File: config.mk
export PLATFORM = sky130hd
export DESIGN_NAME = hit_resolver
export DESIGN_NICKNAME = d
export VERILOG_FILES = /design/src/rtl/hit_resolver.sv
export SDC_FILE = /design/constraint.sdc
export NUM_CORES = 1
export LEC_CHECK = 0
export ABC_CLOCK_PERIOD_IN_PS = 2610
export CAP_MARGIN = 40
export CELL_PAD_IN_SITES_DETAIL_PLACEMENT = 1
export CELL_PAD_IN_SITES_GLOBAL_PLACEMENT = 1
export CORE_ASPECT_RATIO = 1.25
export CORE_MARGIN = 4
export CORE_UTILIZATION = 39
export CTS_BUF_LIST = sky130_fd_sc_hd__clkbuf_8
export DETAILED_ROUTE_END_ITERATION = 10
export MAX_ROUTING_LAYER = met4
export PLACE_DENSITY = 0.9
export RECOVER_POWER = 50
export SETUP_SLACK_MARGIN = 0.3
export SYNTH_ARGS = -nofsm -noshare
export SYNTH_HDL_FRONTEND = slang
export SYNTH_SLANG_ARGS = --single-unit
File: constraint.sdc
create_clock -name i_clk -period 2.61 [get_ports i_clk]
set_input_delay 0.522 -clock i_clk [delete_from_list [all_inputs] [get_ports i_clk]]
set_output_delay 0.522 -clock i_clk [all_outputs]
set_load 0.02 [all_outputs]
File: src/rtl/hit_resolver.sv
// hit_resolver: consumer end of the projectile/grid collision path.
// Resolves registered hit reports against a GRID_ROWS x GRID_COLS alive
// bitmap, retires the hit element, despawns the projectile, accumulates a
// saturating score and flags wave clear once every element is dead.
//
// Ports:
//   i_clk, i_rst_n           clock, asynchronous active-low reset
//   i_collision_detected     level collision flag (registered upstream)
//   i_hit_row, i_hit_col     reported element coordinates
//   i_obj1_active            projectile in flight
//   i_wave_reset             sync pulse: reload grid, abort resolution
//   i_score_clear            sync pulse: zero score (wins over a kill)
//   i_frame_tick             one pulse per video frame (explosion timer)
//   i_query_row/col          render query coordinates
//   o_query_alive            combinational alive bit at query coords
//   o_alive_mask             bit row*GRID_COLS+col = element alive
//   o_obj1_kill, o_hit_pulse one-cycle pulse per confirmed kill
//   o_score                  accumulated score
//   o_wave_clear             all elements dead
//   o_explode_*              explosion marker (tied 0 unless HIT_EXPLODE_EN)
//
// Build option: define HIT_EXPLODE_EN to enable the explosion marker.
module hit_resolver #(
    parameter int unsigned GRID_ROWS      = 3,
    parameter int unsigned GRID_COLS      = 8,
    parameter int unsigned POINTS         = 10,
    parameter int unsigned SCORE_W        = 16,
    parameter int unsigned EXPLODE_FRAMES = 8
) (
    input  logic                           i_clk,
    input  logic                           i_rst_n,
    input  logic                           i_collision_detected,
    input  logic [2:0]                     i_hit_row,
    input  logic [3:0]                     i_hit_col,
    input  logic                           i_obj1_active,
    input  logic                           i_wave_reset,
    input  logic                           i_score_clear,
    input  logic                           i_frame_tick,
    input  logic [2:0]                     i_query_row,
    input  logic [3:0]                     i_query_col,
    output logic                           o_query_alive,
    output logic [GRID_ROWS*GRID_COLS-1:0] o_alive_mask,
    output logic                           o_obj1_kill,
    output logic                           o_hit_pulse,
    output logic [SCORE_W-1:0]             o_score,
    output logic                           o_wave_clear,
    output logic                           o_explode_active,
    output logic [2:0]                     o_explode_row,
    output logic [3:0]                     o_explode_col
);

    localparam int unsigned ROW_W = 3;
    localparam int unsigned COL_W = 4;
    localparam int unsigned CELLS = GRID_ROWS * GRID_COLS;
    localparam int unsigned IDX_W = $clog2(CELLS);
    localparam int unsigned SUM_W = SCORE_W + 1;

    typedef enum logic [1:0] {
        S_IDLE         = 2'd0,
        S_CHECK        = 2'd1,
        S_KILL         = 2'd2,
        S_WAIT_RELEASE = 2'd3
    } state_t;

    state_t               state_q, state_d;
    logic [ROW_W-1:0]     row_q;
    logic [COL_W-1:0]     col_q;
    logic [CELLS-1:0]     mask_q;
    logic [SCORE_W-1:0]   score_q;
    logic                 wave_clear_q;

    logic                 latch_c;
    logic                 kill_c;
    logic                 hit_valid_c;
    logic [IDX_W-1:0]     hit_idx_c;
    logic [IDX_W-1:0]     query_idx_c;
    logic [SUM_W-1:0]     score_sum_c;
    logic [SCORE_W-1:0]   score_inc_c;

    // Coordinates inside the grid
    function automatic logic in_range(input logic [ROW_W-1:0] r, input logic [COL_W-1:0] c);
        return (32'(r) < GRID_ROWS) && (32'(c) < GRID_COLS);
    endfunction

    // Flat bitmap index; only meaningful when in_range() holds
    function automatic logic [IDX_W-1:0] cell_idx(input logic [ROW_W-1:0] r, input logic [COL_W-1:0] c);
        return IDX_W'(IDX_W'(r) * IDX_W'(GRID_COLS) + IDX_W'(c));
    endfunction

    assign hit_idx_c   = cell_idx(row_q, col_q);
    assign hit_valid_c = in_range(row_q, col_q) && mask_q[hit_idx_c];

    // Render query: out-of-range coordinates read as dead
    assign query_idx_c   = cell_idx(i_query_row, i_query_col);
    assign o_query_alive = in_range(i_query_row, i_query_col) && mask_q[query_idx_c];

    // Saturating score increment
    assign score_sum_c = SUM_W'(score_q) + SUM_W'(POINTS);
    assign score_inc_c = score_sum_c[SCORE_W] ? '1 : score_sum_c[SCORE_W-1:0];

    // FSM state register
    always_ff @(posedge i_clk or negedge i_rst_n) begin
        if (!i_rst_n) begin
            state_q <= S_IDLE;
        end else begin
            state_q <= state_d;
        end
    end

    // FSM next state and decoded strobes; wave reset overrides everything
    always_comb begin
        state_d = state_q;
        latch_c = 1'b0;
        kill_c  = 1'b0;
        case (state_q)
            S_IDLE: begin
                if (i_collision_detected && i_obj1_active) begin
                    latch_c = 1'b1;
                    state_d = S_CHECK;
                end
            end
            S_CHECK: begin
                state_d = hit_valid_c ? S_KILL : S_IDLE;
            end
            S_KILL: begin
                kill_c  = 1'b1;
                state_d = S_WAIT_RELEASE;
            end
            S_WAIT_RELEASE: begin
                if (!i_obj1_active) begin
                    state_d = S_IDLE;
                end
            end
            default: begin
                state_d = S_IDLE;
            end
        endcase
        if (i_wave_reset) begin
            state_d = S_IDLE;
            latch_c = 1'b0;
            kill_c  = 1'b0;
        end
    end

    // Kill strobes are decoded from the KILL state so a coincident wave
    // reset can still squash them in the same cycle.
    assign o_obj1_kill = kill_c;
    assign o_hit_pulse = kill_c;

    // Latched hit coordinates
    always_ff @(posedge i_clk or negedge i_rst_n) begin
        if (!i_rst_n) begin
            row_q <= '0;
            col_q <= '0;
        end else if (latch_c) begin
            row_q <= i_hit_row;
            col_q <= i_hit_col;
        end
    end

    // Alive bitmap
    always_ff @(posedge i_clk or negedge i_rst_n) begin
        if (!i_rst_n) begin
            mask_q <= '1;
        end else if (i_wave_reset) begin
            mask_q <= '1;
        end else if (kill_c) begin
            mask_q[hit_idx_c] <= 1'b0;
        end
    end

    // Score; a clear beats a simultaneous kill
    always_ff @(posedge i_clk or negedge i_rst_n) begin
        if (!i_rst_n) begin
            score_q <= '0;
        end else if (i_score_clear) begin
            score_q <= '0;
        end else if (kill_c) begin
            score_q <= score_inc_c;
        end
    end

    // Wave clear follows the committed mask one cycle later
    always_ff @(posedge i_clk or negedge i_rst_n) begin
        if (!i_rst_n) begin
            wave_clear_q <= 1'b0;
        end else if (i_wave_reset) begin
            wave_clear_q <= 1'b0;
        end else begin
            wave_clear_q <= (mask_q == '0);
        end
    end

    assign o_alive_mask = mask_q;
    assign o_score      = score_q;
    assign o_wave_clear = wave_clear_q;

`ifdef HIT_EXPLODE_EN
    localparam int unsigned EXP_W = $clog2(EXPLODE_FRAMES + 1);

    logic [EXP_W-1:0] exp_cnt_q;
    logic             exp_active_q;
    logic [ROW_W-1:0] exp_row_q;
    logic [COL_W-1:0] exp_col_q;

    // Explosion marker: a new kill restarts the frame countdown
    always_ff @(posedge i_clk or negedge i_rst_n) begin
        if (!i_rst_n) begin
            exp_cnt_q    <= '0;
            exp_active_q <= 1'b0;
            exp_row_q    <= '0;
            exp_col_q    <= '0;
        end else if (i_wave_reset) begin
            exp_cnt_q    <= '0;
            exp_active_q <= 1'b0;
            exp_row_q    <= '0;
            exp_col_q    <= '0;
        end else if (kill_c) begin
            exp_cnt_q    <= EXP_W'(EXPLODE_FRAMES);
            exp_active_q <= 1'b1;
            exp_row_q    <= row_q;
            exp_col_q    <= col_q;
        end else if (i_frame_tick && exp_active_q) begin
            if (exp_cnt_q <= EXP_W'(1)) begin
                exp_cnt_q    <= '0;
                exp_active_q <= 1'b0;
            end else begin
                exp_cnt_q <= exp_cnt_q - EXP_W'(1);
            end
        end
    end

    assign o_explode_active = exp_active_q;
    assign o_explode_row    = exp_row_q;
    assign o_explode_col    = exp_col_q;
`else
    logic unused_explode;

    assign unused_explode   = i_frame_tick | (EXPLODE_FRAMES == 0);
    assign o_explode_active = 1'b0;
    assign o_explode_row    = '0;
    assign o_explode_col    = '0;
`endif

endmodule

==> results.txt <==
Most frequent cells in the layout: clkdlybuf4s50_1 (43), buf_4 (37), dfrtp_1 (26)
Final setup TNS: 0 ns
Global-route total usage across every layer: 21.8%
CP max stage delay: 0.44 ns
Clock-pin slew on the worst setup and hold paths: 0.09 ns
Core ar.: 6980 sq um
Commonest non-fill, non-tap cell in the layout: clkdlybuf4s50_1
Die X: 83.7 um
FF-to-FF setup slack: 0.49 ns
Number of synthesized flops with an enable pin: 0
Drt wl/cell: 19.5 um
Layout Nets: 372
Status: completed
Clock Path Buffers: 2
Static Leak: 1.57 nW
Detailed Routing Iterations Pass 1: 4
TritonCTS clock tree: yes
Sequential fraction of the synthesis area: 45.9%
Layout cell share with drive strength beyond 1: 29.8%
Sink Count: 50
Area after DPL: 3730 sq um
Post-Syn Instances: 257
Max Clk Rate: 410 MHz
Hold slack: 0.515 ns
Full die area: 8590 sq um
Synth Area per Inst: 10.9 sq um
CTS Root Cell: clkbuf_8
HP Class: reg -> reg
Max-slew violation count: 0
CP max stage cell: mux4_2
Fin crit period: 2.44 ns
Drc violations: 0
Final HPWL DP: 6580 um
Post-synthesis cell area: 2790 sq um
Fraction of registers with async set/reset: 100%
Delay-heaviest family, CP: simple AND/OR/NAND/NOR gates
GPL Wtd Cong: 0.851
Number of port buffers: 63
H-tree depth: 2
Core Rows: 34
First-pass GRT wire length: 14100 um
Power per cell area: 502 nW/um^2
Syn-to-layout area delta: 37.3%
Worst-margin pin slew: 1.22 ns
Die Ht: 103 um
Maximum capacitance violations: 0
Post-CTS setup buffer count: 0
Final Hold Vio Count: 0
Area contributors post-synth: dfrtp_1 (23%), dfstp_2 (23%), mux4_2 (8.9%)
Final Cycle Share: 93.4%
Buf+Inv Stages, Crit Path: 1
Synthesis warning total: 0
Largest area contributor in the netlist: dfrtp_1
Total power: 0.00193 W
Gr ovfl total: 0
Clock Latency Late Sink: 0.31 ns
Area fraction of the dominant cell type after synthesis: 23.3%
Fill cells: 763
Initial core utilization: 40.0%
CP max FO: 2
Vias after detailed routing: 2424
Top-level port count: 73
Vias per cell: 5.52
Diode count: 0
Synthesis-stage register bit count: 50
Setup violations, final: 0
Distinct cell type count after synthesis: 43
Max-Slew Margin vs Limit: 18.6%
Main synth FF type: dfrtp_1
Worst IR drop on VDD: 0.249 mV
Pin count of the biggest net entering global routing: 51
Crit path kind: reg -> out
Final WL: 8550 um
Post-route antenna net violation count: 0
Clock skew: 0.00379 ns
Critical path launch point type: flop
Initial antenna violation count: 0
Design area: 3840 sq um
CP Cell Sequence: mux4_2, nand2b_4, and4_1, nor3_2, a2111oi_4, buf_4
Worst Path Required: 2.09 ns
Crit path capture type: output port
Total CTS buffers: 5
Initial DRC count: 152
RSZ-0062 raised after global routing: true
Crit path DAT: 1.92 ns
Vias in the first global route: 2646
-- cell usage after synthesis, drive strengths merged (3+ instances only) --
cell,number
and4,3
clkbuf,9
dfrtp,26
nand3,5
buf,14
dfstp,24
nor2,16
nor4,6
ha,3
xnor2,8
xor2,5
mux2i,6
and3,7
mux2,7
nand4,6
a21oi,8
mux4,11
inv,4
a21o,15
nor3b,5
nand2b,7
nor3,8
o21ai,18
nand2,20
-- stage by stage --
step | util (%) | cells | setup WS, ns
5_1_grt | 55.0 | 439 | 0.0954
4_1_cts | 54.9 | 439 | 0.157
3_5_place_dp | 53.4 | 431 | -0.783
2_1_floorplan | - | 264 | 0.318
3_3_place_gp | 53.4 | 431 | -0.684
6_report | 55.0 | 439 | 0.172
-- path summary, 6_finish.rpt --
kind	startpoint	end	cells after the start
setup / recovery	o_alive_mask[14]	o_query_alive	6
hold / removal	row_q[2]	row_q[2]	1
setup reg to reg	row_q[0]	state_q[1]	7
hold reg to reg	row_q[2]	row_q[2]	1
max in group asynchronous	i_rst_n	col_q[2]	2
min in group asynchronous	i_rst_n	o_score[8]	2
-- flip-flops by register name (all words and copies together) (netlist names) --
signal and flops:
o_alive_mask 24, o_score 16, col_q 4, row_q 3
state_q 2, o_wave_clear 1
-- timing repair --
action / 4_1_cts / 5_1_grt
pin swaps: 4 / 0
resized for setup: 34 / 6
endpoints found under the setup margin: 3 / 4
hold buffers: 0 / 0
-- worst reg2reg max path, delay by kind of cell, from the launching register on --
family | cells | cell delay [ns]
flip-flops | 1 | 0.42
AND/OR/NAND/NOR | 2 | 0.41
AO/OA/AOI/OAI | 2 | 0.40
XOR/XNOR | 1 | 0.33
adder cells (fa/ha/maj) | 1 | 0.28
buffers and inverters | 1 | 0.17
-- layer usage --
metal / share of wire [%] / GRT usage [%] / up-vias
li1: - / - / 1093
met1: 38 / 24.1 / 1230
met2: 55 / 41.2 / 92
met3: 4.8 / 3.20 / 9
met4: 1.5 / 5.69 / 0
met5: 0 / - / -
-- power by group --
| part | switching [W] | total [W] | leakage (nW) | internal (W) |
|---|---|---|---|---|
| combinational | 0.000299 | 0.000574 | 0.914 | 0.000275 |
| sequential | 0.0000819 | 0.000921 | 0.601 | 0.000840 |
| clock | 0.000251 | 0.000430 | 0.0519 | 0.000179 |
-- logic make-up (layout without fill, tap and decap cells) --
kind of cell             Yosys count  count (layout)  synth area share [%]
flip-flops                        50              50                  45.9
AND/OR/NAND/NOR                   89              89                  17.5
buffers and inverters             27             112                  5.28
multiplexers                      24              24                  13.8
XOR/XNOR                          13              13                  4.75
adder cells (fa/ha/maj)            3               3                  1.34
other                              1               8                 0.134
AO/OA/AOI/OAI                     50              50                  11.3
-- cell type report --
| class | instances | area, sq um | area share, % |
|---|---|---|---|
| clock buffer | 5 | 68.8 | 1.79 |
| clock inverter | 3 | 11.3 | 0.294 |
| inverter | 4 | 15.0 | 0.391 |
| multi-input combinational | 187 | 1470 | 38.3 |
| sequential | 50 | 1280 | 33.4 |
| tap | 90 | 113 | 2.94 |
| timing repair buffer | 100 | 878 | 22.9 |
No activity file was read; power rests on OpenSTA's default activity.
